--- config.mk ---
export PLATFORM = sky130hd
export DESIGN_NAME = opnd_fetch
export DESIGN_NICKNAME = d
export VERILOG_FILES = /design/src/rtl/opnd_fetch_pkg.sv /design/src/rtl/opnd_fetch_modrm_ea.sv /design/src/rtl/opnd_fetch.sv
export SDC_FILE = /design/constraint.sdc
export NUM_CORES = 2
export LEC_CHECK = 0
export CAP_MARGIN = 10
export CORE_MARGIN = 3
export CORE_UTILIZATION = 51
export CTS_BUF_LIST = sky130_fd_sc_hd__clkbuf_2 sky130_fd_sc_hd__clkbuf_4 sky130_fd_sc_hd__clkbuf_8
export CTS_CLUSTER_DIAMETER = 50
export DETAILED_ROUTE_END_ITERATION = 8
export HOLD_SLACK_MARGIN = 0.12
export PLACE_DENSITY = 0.8
export SLEW_MARGIN = 5
export SYNTH_ARGS = -nofsm -noshare
export SYNTH_HDL_FRONTEND = slang
export SYNTH_SLANG_ARGS = --single-unit
--- constraint.sdc ---
create_clock -name clk -period 5.8 [get_ports clk]
set_input_delay 1.16 -clock clk [delete_from_list [all_inputs] [get_ports clk]]
set_output_delay 1.16 -clock clk [all_outputs]
set_load 0.01 [all_outputs]
--- src/rtl/opnd_fetch_pkg.sv ---
// Shared encodings for the operand-fetch stage:
// operand forms, GPR indices, destination kinds and FSM states.
package opnd_fetch_pkg;

    localparam logic [3:0] OPND_ENC_NONE               = 4'd0;
    localparam logic [3:0] OPND_ENC_IMM                = 4'd1;
    localparam logic [3:0] OPND_ENC_RM_REG             = 4'd2;
    localparam logic [3:0] OPND_ENC_REG_RM             = 4'd3;
    localparam logic [3:0] OPND_ENC_RM_IMM             = 4'd4;
    localparam logic [3:0] OPND_ENC_MODREGRM_RM_REG_CL = 4'd5;
    localparam logic [3:0] OPND_ENC_DISP               = 4'd6;

    localparam logic [2:0] REG_EAX = 3'd0;
    localparam logic [2:0] REG_ECX = 3'd1;
    localparam logic [2:0] REG_EDX = 3'd2;
    localparam logic [2:0] REG_EBX = 3'd3;
    localparam logic [2:0] REG_ESP = 3'd4;
    localparam logic [2:0] REG_EBP = 3'd5;
    localparam logic [2:0] REG_ESI = 3'd6;
    localparam logic [2:0] REG_EDI = 3'd7;

    localparam logic [1:0] OPND_DEST_REG = 2'd0;
    localparam logic [1:0] OPND_DEST_MEM = 2'd1;

    typedef enum logic [2:0] {
        FETCH_ST_IDLE  = 3'd0,
        FETCH_ST_CALC  = 3'd1,
        FETCH_ST_MREQ  = 3'd2,
        FETCH_ST_MWAIT = 3'd3,
        FETCH_ST_DONE  = 3'd4
    } fetch_st_e;

    function automatic logic enc_has_modrm(input logic [3:0] f);
        return (f == OPND_ENC_RM_REG) || (f == OPND_ENC_REG_RM) ||
               (f == OPND_ENC_RM_IMM) ||
               (f == OPND_ENC_MODREGRM_RM_REG_CL);
    endfunction

endpackage

--- src/rtl/opnd_fetch_modrm_ea.sv ---
// ModR/M + SIB effective-address decoder (combinational).
// tail holds the instruction bytes that follow ModR/M.
module opnd_fetch_modrm_ea
    import opnd_fetch_pkg::*;
#(
    parameter int WORD_W = 32,
    parameter int ADDR_W = 32
) (
    input  logic                  has_modrm,
    input  logic                  addr16,
    input  logic [7:0]            modrm,
    input  logic [39:0]           tail,
    input  logic [8*WORD_W-1:0]   regs,
    output logic [ADDR_W-1:0]     ea,
    output logic                  has_sib,
    output logic [2:0]            disp_bytes,
    output logic                  mem_opnd
);

    logic [1:0]  mod;
    logic [2:0]  rm;
    logic [7:0]  sib;
    logic [31:0] dsrc;
    logic [31:0] base;
    logic [31:0] index;
    logic [31:0] disp;
    logic [31:0] sum;
    logic        no_base;

    function automatic logic [31:0] gpr(input logic [2:0] n);
        return 32'(regs[int'(n)*WORD_W +: WORD_W]);
    endfunction

    function automatic logic [31:0] gpr16(input logic [2:0] n);
        return {16'b0, regs[int'(n)*WORD_W +: 16]};
    endfunction

    function automatic logic [31:0] sx8(input logic [7:0] b);
        return {{24{b[7]}}, b};
    endfunction

    // Decode addressing mode and sum base + scaled index + displacement
    always_comb begin
        mod        = modrm[7:6];
        rm         = modrm[2:0];
        sib        = tail[7:0];
        has_sib    = 1'b0;
        disp_bytes = 3'd0;
        dsrc       = tail[31:0];
        base       = '0;
        index      = '0;
        disp       = '0;
        sum        = '0;
        no_base    = 1'b0;
        mem_opnd   = has_modrm && (mod != 2'b11);
        if (mem_opnd && addr16) begin
            unique case (rm)
                3'd0: begin base = gpr16(REG_EBX); index = gpr16(REG_ESI); end
                3'd1: begin base = gpr16(REG_EBX); index = gpr16(REG_EDI); end
                3'd2: begin base = gpr16(REG_EBP); index = gpr16(REG_ESI); end
                3'd3: begin base = gpr16(REG_EBP); index = gpr16(REG_EDI); end
                3'd4: base = gpr16(REG_ESI);
                3'd5: base = gpr16(REG_EDI);
                3'd6: base = (mod == 2'b00) ? '0 : gpr16(REG_EBP);
                default: base = gpr16(REG_EBX);
            endcase
            if (mod == 2'b01) begin
                disp_bytes = 3'd1;
                disp       = sx8(tail[7:0]);
            end else if (mod == 2'b10 || rm == 3'd6) begin
                disp_bytes = 3'd2;
                disp       = {16'b0, tail[15:0]};
            end
            sum = {16'b0, 16'(base + index + disp)};
        end else if (mem_opnd) begin
            has_sib = (rm == 3'd4);
            dsrc    = has_sib ? tail[39:8] : tail[31:0];
            no_base = (mod == 2'b00) &&
                      (has_sib ? (sib[2:0] == 3'd5) : (rm == 3'd5));
            base    = no_base ? '0 : gpr(has_sib ? sib[2:0] : rm);
            if (has_sib && sib[5:3] != 3'd4)
                index = gpr(sib[5:3]) << sib[7:6];
            if (mod == 2'b01) begin
                disp_bytes = 3'd1;
                disp       = sx8(dsrc[7:0]);
            end else if (mod == 2'b10 || no_base) begin
                disp_bytes = 3'd4;
                disp       = dsrc;
            end
            sum = base + index + disp;
        end
        ea = ADDR_W'(sum);
    end

endmodule

--- src/rtl/opnd_fetch.sv ---
// Operand-fetch stage: latches a decoded instruction, resolves
// register/immediate/memory operands and hands them to execute.
module opnd_fetch
    import opnd_fetch_pkg::*;
#(
    parameter int WORD_W    = 32,
    parameter int ADDR_W    = 32,
    parameter int NUM_OPNDS = 3
) (
    input  logic                          clk,
    input  logic                          rst_n,
    input  logic                          in_valid,
    output logic                          in_ready,
    input  logic [71:0]                   unescaped_instr,
    input  logic [8*WORD_W-1:0]           regs,
    input  logic [3:0]                    opnd_form,
    input  logic                          imm_1byte,
    input  logic                          reg_1byte,
    input  logic                          prefix_operand_16bit,
    input  logic                          prefix_address_16bit,
    output logic                          mem_req_valid,
    input  logic                          mem_req_ready,
    output logic [ADDR_W-1:0]             mem_req_addr,
    input  logic                          mem_rsp_valid,
    input  logic [WORD_W-1:0]             mem_rsp_data,
    output logic                          out_valid,
    input  logic                          out_ready,
    output logic [NUM_OPNDS*WORD_W-1:0]   opnd_r,
    output logic [ADDR_W-1:0]             ea,
    output logic [1:0]                    dest0_kind,
    output logic [1:0]                    dest1_kind,
    output logic                          err
);

    fetch_st_e                    state_q, state_d;
    logic [71:0]                  instr_q, instr_d;
    logic [8*WORD_W-1:0]          regs_q, regs_d;
    logic [3:0]                   form_q, form_d;
    logic                         imm1_q, imm1_d;
    logic                         r1_q, r1_d;
    logic                         op16_q, op16_d;
    logic                         a16_q, a16_d;
    logic [NUM_OPNDS*WORD_W-1:0]  opnd_q, opnd_d;
    logic [ADDR_W-1:0]            ea_q, ea_d;
    logic [1:0]                   d0_q, d0_d;
    logic [1:0]                   d1_q, d1_d;
    logic                         err_q, err_d;
    logic                         rm_slot_q, rm_slot_d;

    logic                         has_modrm;
    logic [ADDR_W-1:0]            ea_c;
    logic                         has_sib_c;
    logic [2:0]                   disp_bytes_c;
    logic                         mem_c;
    logic [3:0]                   imm_off;
    logic [159:0]                 ibuf;
    logic [31:0]                  imm_raw;
    logic [WORD_W-1:0]            imm_v;
    logic [WORD_W-1:0]            rm_v;
    logic [WORD_W-1:0]            rg_v;

    assign has_modrm = enc_has_modrm(form_q);

    opnd_fetch_modrm_ea #(
        .WORD_W (WORD_W),
        .ADDR_W (ADDR_W)
    ) u_modrm_ea (
        .has_modrm  (has_modrm),
        .addr16     (a16_q),
        .modrm      (instr_q[15:8]),
        .tail       (instr_q[55:16]),
        .regs       (regs_q),
        .ea         (ea_c),
        .has_sib    (has_sib_c),
        .disp_bytes (disp_bytes_c),
        .mem_opnd   (mem_c)
    );

    function automatic logic [WORD_W-1:0] reg_opnd(input logic [2:0] sel);
        logic [WORD_W-1:0] r;
        logic [WORD_W-1:0] rb;
        r  = regs_q[int'(sel)*WORD_W +: WORD_W];
        rb = regs_q[int'({1'b0, sel[1:0]})*WORD_W +: WORD_W];
        if (r1_q)
            return WORD_W'(sel[2] ? rb[15:8] : rb[7:0]);
        if (op16_q)
            return WORD_W'(r[15:0]);
        return r;
    endfunction

    function automatic logic [WORD_W-1:0] mem_opnd(input logic [WORD_W-1:0] d);
        if (r1_q)
            return WORD_W'(d[7:0]);
        if (op16_q)
            return WORD_W'(d[15:0]);
        return d;
    endfunction

    // Immediate follows opcode, ModR/M, SIB and displacement
    always_comb begin
        imm_off = 4'd1 + 4'(has_modrm) + 4'(has_sib_c) + 4'(disp_bytes_c);
        ibuf    = {88'b0, instr_q};
        imm_raw = ibuf[{imm_off, 3'b000} +: 32];
        if (imm1_q)
            imm_v = r1_q ? WORD_W'(imm_raw[7:0])
                         : WORD_W'({{24{imm_raw[7]}}, imm_raw[7:0]});
        else if (op16_q)
            imm_v = WORD_W'(imm_raw[15:0]);
        else
            imm_v = WORD_W'(imm_raw);
        rm_v = mem_c ? '0 : reg_opnd(instr_q[10:8]);
        rg_v = reg_opnd(instr_q[13:11]);
    end

    // Next-state and datapath update for the fetch FSM
    always_comb begin
        state_d   = state_q;
        instr_d   = instr_q;
        regs_d    = regs_q;
        form_d    = form_q;
        imm1_d    = imm1_q;
        r1_d      = r1_q;
        op16_d    = op16_q;
        a16_d     = a16_q;
        opnd_d    = opnd_q;
        ea_d      = ea_q;
        d0_d      = d0_q;
        d1_d      = d1_q;
        err_d     = err_q;
        rm_slot_d = rm_slot_q;
        unique case (state_q)
            FETCH_ST_IDLE: begin
                if (in_valid) begin
                    instr_d = unescaped_instr;
                    regs_d  = regs;
                    form_d  = opnd_form;
                    imm1_d  = imm_1byte;
                    r1_d    = reg_1byte;
                    op16_d  = prefix_operand_16bit;
                    a16_d   = prefix_address_16bit;
                    state_d = FETCH_ST_CALC;
                end
            end
            FETCH_ST_CALC: begin
                opnd_d    = '0;
                ea_d      = '0;
                d0_d      = OPND_DEST_REG;
                d1_d      = OPND_DEST_REG;
                err_d     = 1'b0;
                rm_slot_d = 1'b0;
                unique case (form_q)
                    OPND_ENC_NONE: ;
                    OPND_ENC_IMM:
                        opnd_d[0 +: WORD_W] = imm_v;
                    OPND_ENC_RM_REG: begin
                        opnd_d[0 +: WORD_W]      = rm_v;
                        opnd_d[WORD_W +: WORD_W] = rg_v;
                    end
                    OPND_ENC_MODREGRM_RM_REG_CL: begin
                        opnd_d[0 +: WORD_W]        = rm_v;
                        opnd_d[WORD_W +: WORD_W]   = rg_v;
                        opnd_d[2*WORD_W +: WORD_W] =
                            WORD_W'(regs_q[int'(REG_ECX)*WORD_W +: 8]);
                    end
                    OPND_ENC_REG_RM: begin
                        opnd_d[0 +: WORD_W]      = rg_v;
                        opnd_d[WORD_W +: WORD_W] = rm_v;
                        rm_slot_d                = 1'b1;
                    end
                    OPND_ENC_RM_IMM: begin
                        opnd_d[0 +: WORD_W]      = rm_v;
                        opnd_d[WORD_W +: WORD_W] = imm_v;
                    end
                    default: err_d = 1'b1;
                endcase
                if (!err_d && mem_c) begin
                    ea_d = ea_c;
                    if (rm_slot_d)
                        d1_d = OPND_DEST_MEM;
                    else
                        d0_d = OPND_DEST_MEM;
                    state_d = FETCH_ST_MREQ;
                end else begin
                    state_d = FETCH_ST_DONE;
                end
            end
            FETCH_ST_MREQ: begin
                if (mem_req_ready)
                    state_d = FETCH_ST_MWAIT;
            end
            FETCH_ST_MWAIT: begin
                if (mem_rsp_valid) begin
                    if (rm_slot_q)
                        opnd_d[WORD_W +: WORD_W] = mem_opnd(mem_rsp_data);
                    else
                        opnd_d[0 +: WORD_W] = mem_opnd(mem_rsp_data);
                    state_d = FETCH_ST_DONE;
                end
            end
            FETCH_ST_DONE: begin
                if (out_ready)
                    state_d = FETCH_ST_IDLE;
            end
            default: state_d = FETCH_ST_IDLE;
        endcase
    end

    // State and operand registers; reset aborts any instruction in flight
    always_ff @(posedge clk or negedge rst_n) begin
        if (!rst_n) begin
            state_q   <= FETCH_ST_IDLE;
            instr_q   <= '0;
            regs_q    <= '0;
            form_q    <= '0;
            imm1_q    <= 1'b0;
            r1_q      <= 1'b0;
            op16_q    <= 1'b0;
            a16_q     <= 1'b0;
            opnd_q    <= '0;
            ea_q      <= '0;
            d0_q      <= OPND_DEST_REG;
            d1_q      <= OPND_DEST_REG;
            err_q     <= 1'b0;
            rm_slot_q <= 1'b0;
        end else begin
            state_q   <= state_d;
            instr_q   <= instr_d;
            regs_q    <= regs_d;
            form_q    <= form_d;
            imm1_q    <= imm1_d;
            r1_q      <= r1_d;
            op16_q    <= op16_d;
            a16_q     <= a16_d;
            opnd_q    <= opnd_d;
            ea_q      <= ea_d;
            d0_q      <= d0_d;
            d1_q      <= d1_d;
            err_q     <= err_d;
            rm_slot_q <= rm_slot_d;
        end
    end

    assign in_ready      = (state_q == FETCH_ST_IDLE);
    assign mem_req_valid = (state_q == FETCH_ST_MREQ);
    assign mem_req_addr  = mem_req_valid ? ea_q : '0;
    assign out_valid     = (state_q == FETCH_ST_DONE);
    assign opnd_r        = opnd_q;
    assign ea            = ea_q;
    assign dest0_kind    = d0_q;
    assign dest1_kind    = d1_q;
    assign err           = err_q;

endmodule

==> run metrics <==
outcome=finished clean; Total GRT Usage=0.359; RD Place Congestion=0.996; CP max stage delay=660 ps; reg2reg path depth=17; area of the multi-input gates=21200 µm²; Final Non-Filler Cells=4454; Slew HR=0.102; CP max FO=50; CP required=6360 ps; fraction of registers with async set/reset=1.00; synthesis-stage register bit count=447; starting density of the core=0.520; Post-Route WL=126 mm; Gate Count Post-Synth=3104; worst hold path cell count=2; cts-stage hold buffer count=0; vias in the first global route=28900; port bufs=515; core box area=65000 µm²; crit path time final=5380 ps; R2R Setup Slk=420 ps; final net count=3994; pin count of the biggest net entering global routing=126; critical setup path kind=reg -> reg; mean post-synth cell area=10.9 µm²; crit-path cells=buf_4, mux4_2, mux2i_1, mux2_2, o22a_1, fa_1, inv_1, ha_1, a21oi_1, nor2_1, a211oi_1, o211ai_1, a31oi_1, o311ai_1, a41oi_1, xor2_1, o21ai_1; Yosys Warn Count=0; dpl hpwl=96.3 mm; CTS tree=done; Clk pin slew, worst setup/hold paths=60 ps; routed vias/inst=6.62; Synth area leaders=dfrtp_1 (33%), mux4_2 (18%), mux2_2 (13%), mux2i_1 (4.5%), nand2_1 (3.8%); number of H-tree levels=3; Worst setup EP type=flip-flop; dominant synthesized flop cell=dfrtp_1; number of flops mapped to enable cells by yosys=0; post-synth top area share=0.331; Worst R2R End=ea[31]; sum of negative setup slack=0 ps; startpoint types=flip-flop; Worst Setup SP=instr_q[20]; Root Buffer=clkbuf_8; layout cells sized above 1=0.260; sequential-to-total area share from yosys stat=0.331; Slew Limit Fails=0; area delta synth->final=23.1%; hold worst-path end=opnd_r[7]; Setup Fix Bufs, Post-CTS=0; Die W=264 µm; Starting DRT DRC Count=3886; Post-CTS Resized=0; hold_ws=497 ps; RSZ-0062 raised after global routing=false; Setup Viol. Count Final=0; Rows=93; final core occ=0.640; via count=29500; cts bufs inserted=83; Synth cell types=78; Slowest cell on crit path=buf_4; slew of the pin with the lowest slew margin=1340 ps; storage element area=11200 µm²; crit share post-route=0.927; Die Height=264 µm; cell taking the most area after synthesis=dfrtp_1; arrival time worst endpoint=5940 ps; Max Fclk=186 MHz; CTS max path bufs=3; Placed Cells=4294; MaxCap Viol Count=0; I/O Pins=542; drt pass-1 iters=6; Hold Startpoint=opnd_r[7]; initial antenna violation count=13; Synth Cell Area=33800 µm²; Final Hold Viols=0; Final ANT Viol Nets=0; drc violations=0; remaining global-route overflow=0; clk_skew=41.7 ps; most common cell after layout, fill and taps aside=clkdlybuf4s50_1; first-pass GRT wire length=189 mm; most frequent cells in the layout=clkdlybuf4s50_1 (514), dfrtp_1 (438), mux2_2 (376); R2R Path Start=instr_q[20]; Worst Hold Class=reg -> reg; FILL cells=5068; DR WL/cell=28.4 µm; CTS sink cnt=447; clock insertion delay at the later pin of the skew report=730 ps; DIE AREA=69500 µm²
==> through the flow <==
step | cell area, µm² | setup slack, ps
finish | 41600 | 423
global route | 41600 | 139
CTS | 41600 | 560
detailed placement | 39800 | 569
global placement | 39800 | 667
floorplan | 33900 | 308
==> cells by family (layout without fill, tap and decap cells) <==
kind of cell / count (synthesis) / after routing / share of synthesized area
buffers and inverters: 399 / 859 / 0.0478
flip-flops: 447 / 447 / 0.331
XOR/XNOR: 45 / 45 / 0.0123
AND/OR/NAND/NOR: 656 / 656 / 0.0842
multiplexers: 793 / 793 / 0.346
other: 1 / 36 / 0.000111
AO/OA/AOI/OAI: 667 / 667 / 0.133
adder cells (fa/ha/maj): 96 / 96 / 0.0464
==> layer usage <==
layer  vias up  track usage  share of wire
met4        10        0.128          0.044
met2      2082        0.558           0.46
li1      12400            -              -
met1     14600        0.472           0.38
met3       377        0.116           0.13
met5         -            0        0.00055
==> state kept, by name, summed over array words and instances, names as in the netlist, 3 cells and up <==
| signal | flops |
|---|---|
| instr_q | 72 |
| state_q | 3 |
| form_q | 4 |
| regs_q | 256 |
| opnd_r | 72 |
| ea | 32 |
==> worst max path at each step <==
stage | cells past startpoint | end | slack, ps
floorplan | 21 | ea[31] | 310
global placement | 17 | ea[31] | 670
detailed placement | 17 | ea[31] | 570
CTS | 17 | ea[31] | 560
global route | 19 | ea[13] | 140
finish | 17 | ea[31] | 420
==> cell usage after synthesis, drive strengths merged, types with 3 or more instances <==
cell type / instances
dfrtp: 447
mux2: 379
nand2: 346
mux4: 263
clkbuf: 191
o21ai: 155
nor2: 153
mux2i: 151
a21oi: 133
inv: 124
buf: 84
o211ai: 52
a21o: 49
fa: 49
ha: 47
and2: 42
a22oi: 37
o22ai: 33
o22a: 28
a221oi: 23
a31o: 23
xor2: 23
o221a: 21
xnor2: 21
nand3: 20
nor3: 20
a22o: 19
or2: 19
a31oi: 18
o31ai: 17
a211oi: 16
nand2b: 13
nor2b: 10
or3: 9
a32oi: 8
and3: 8
o21a: 6
nand3b: 5
a211o: 3
a41oi: 3
nor3b: 3
o2111ai: 3
o211a: 3
==> cell type report <==
class | instances | area share
multi-input cells | 2283 | 0.510
flip-flops and latches | 447 | 0.269
repair buffers | 585 | 0.140
clock buffers | 128 | 0.0387
well taps | 855 | 0.0257
inverters | 124 | 0.0112
clock inverters | 22 | 0.00544
diodes | 10 | 0.000601
==> critical path: cells and delay by family, from the launching register on <==
kind            cells  cell delay (ps)
compound gates      8             1980
mux                 3              850
fa+ha+maj           2              840
buf+inv             2              700
flops               1              570
xor+xnor            1              170
simple gates        1               50
Power is not shown: default switching activity piles up to over one toggle a cycle in this logic, so the estimate is an artifact.
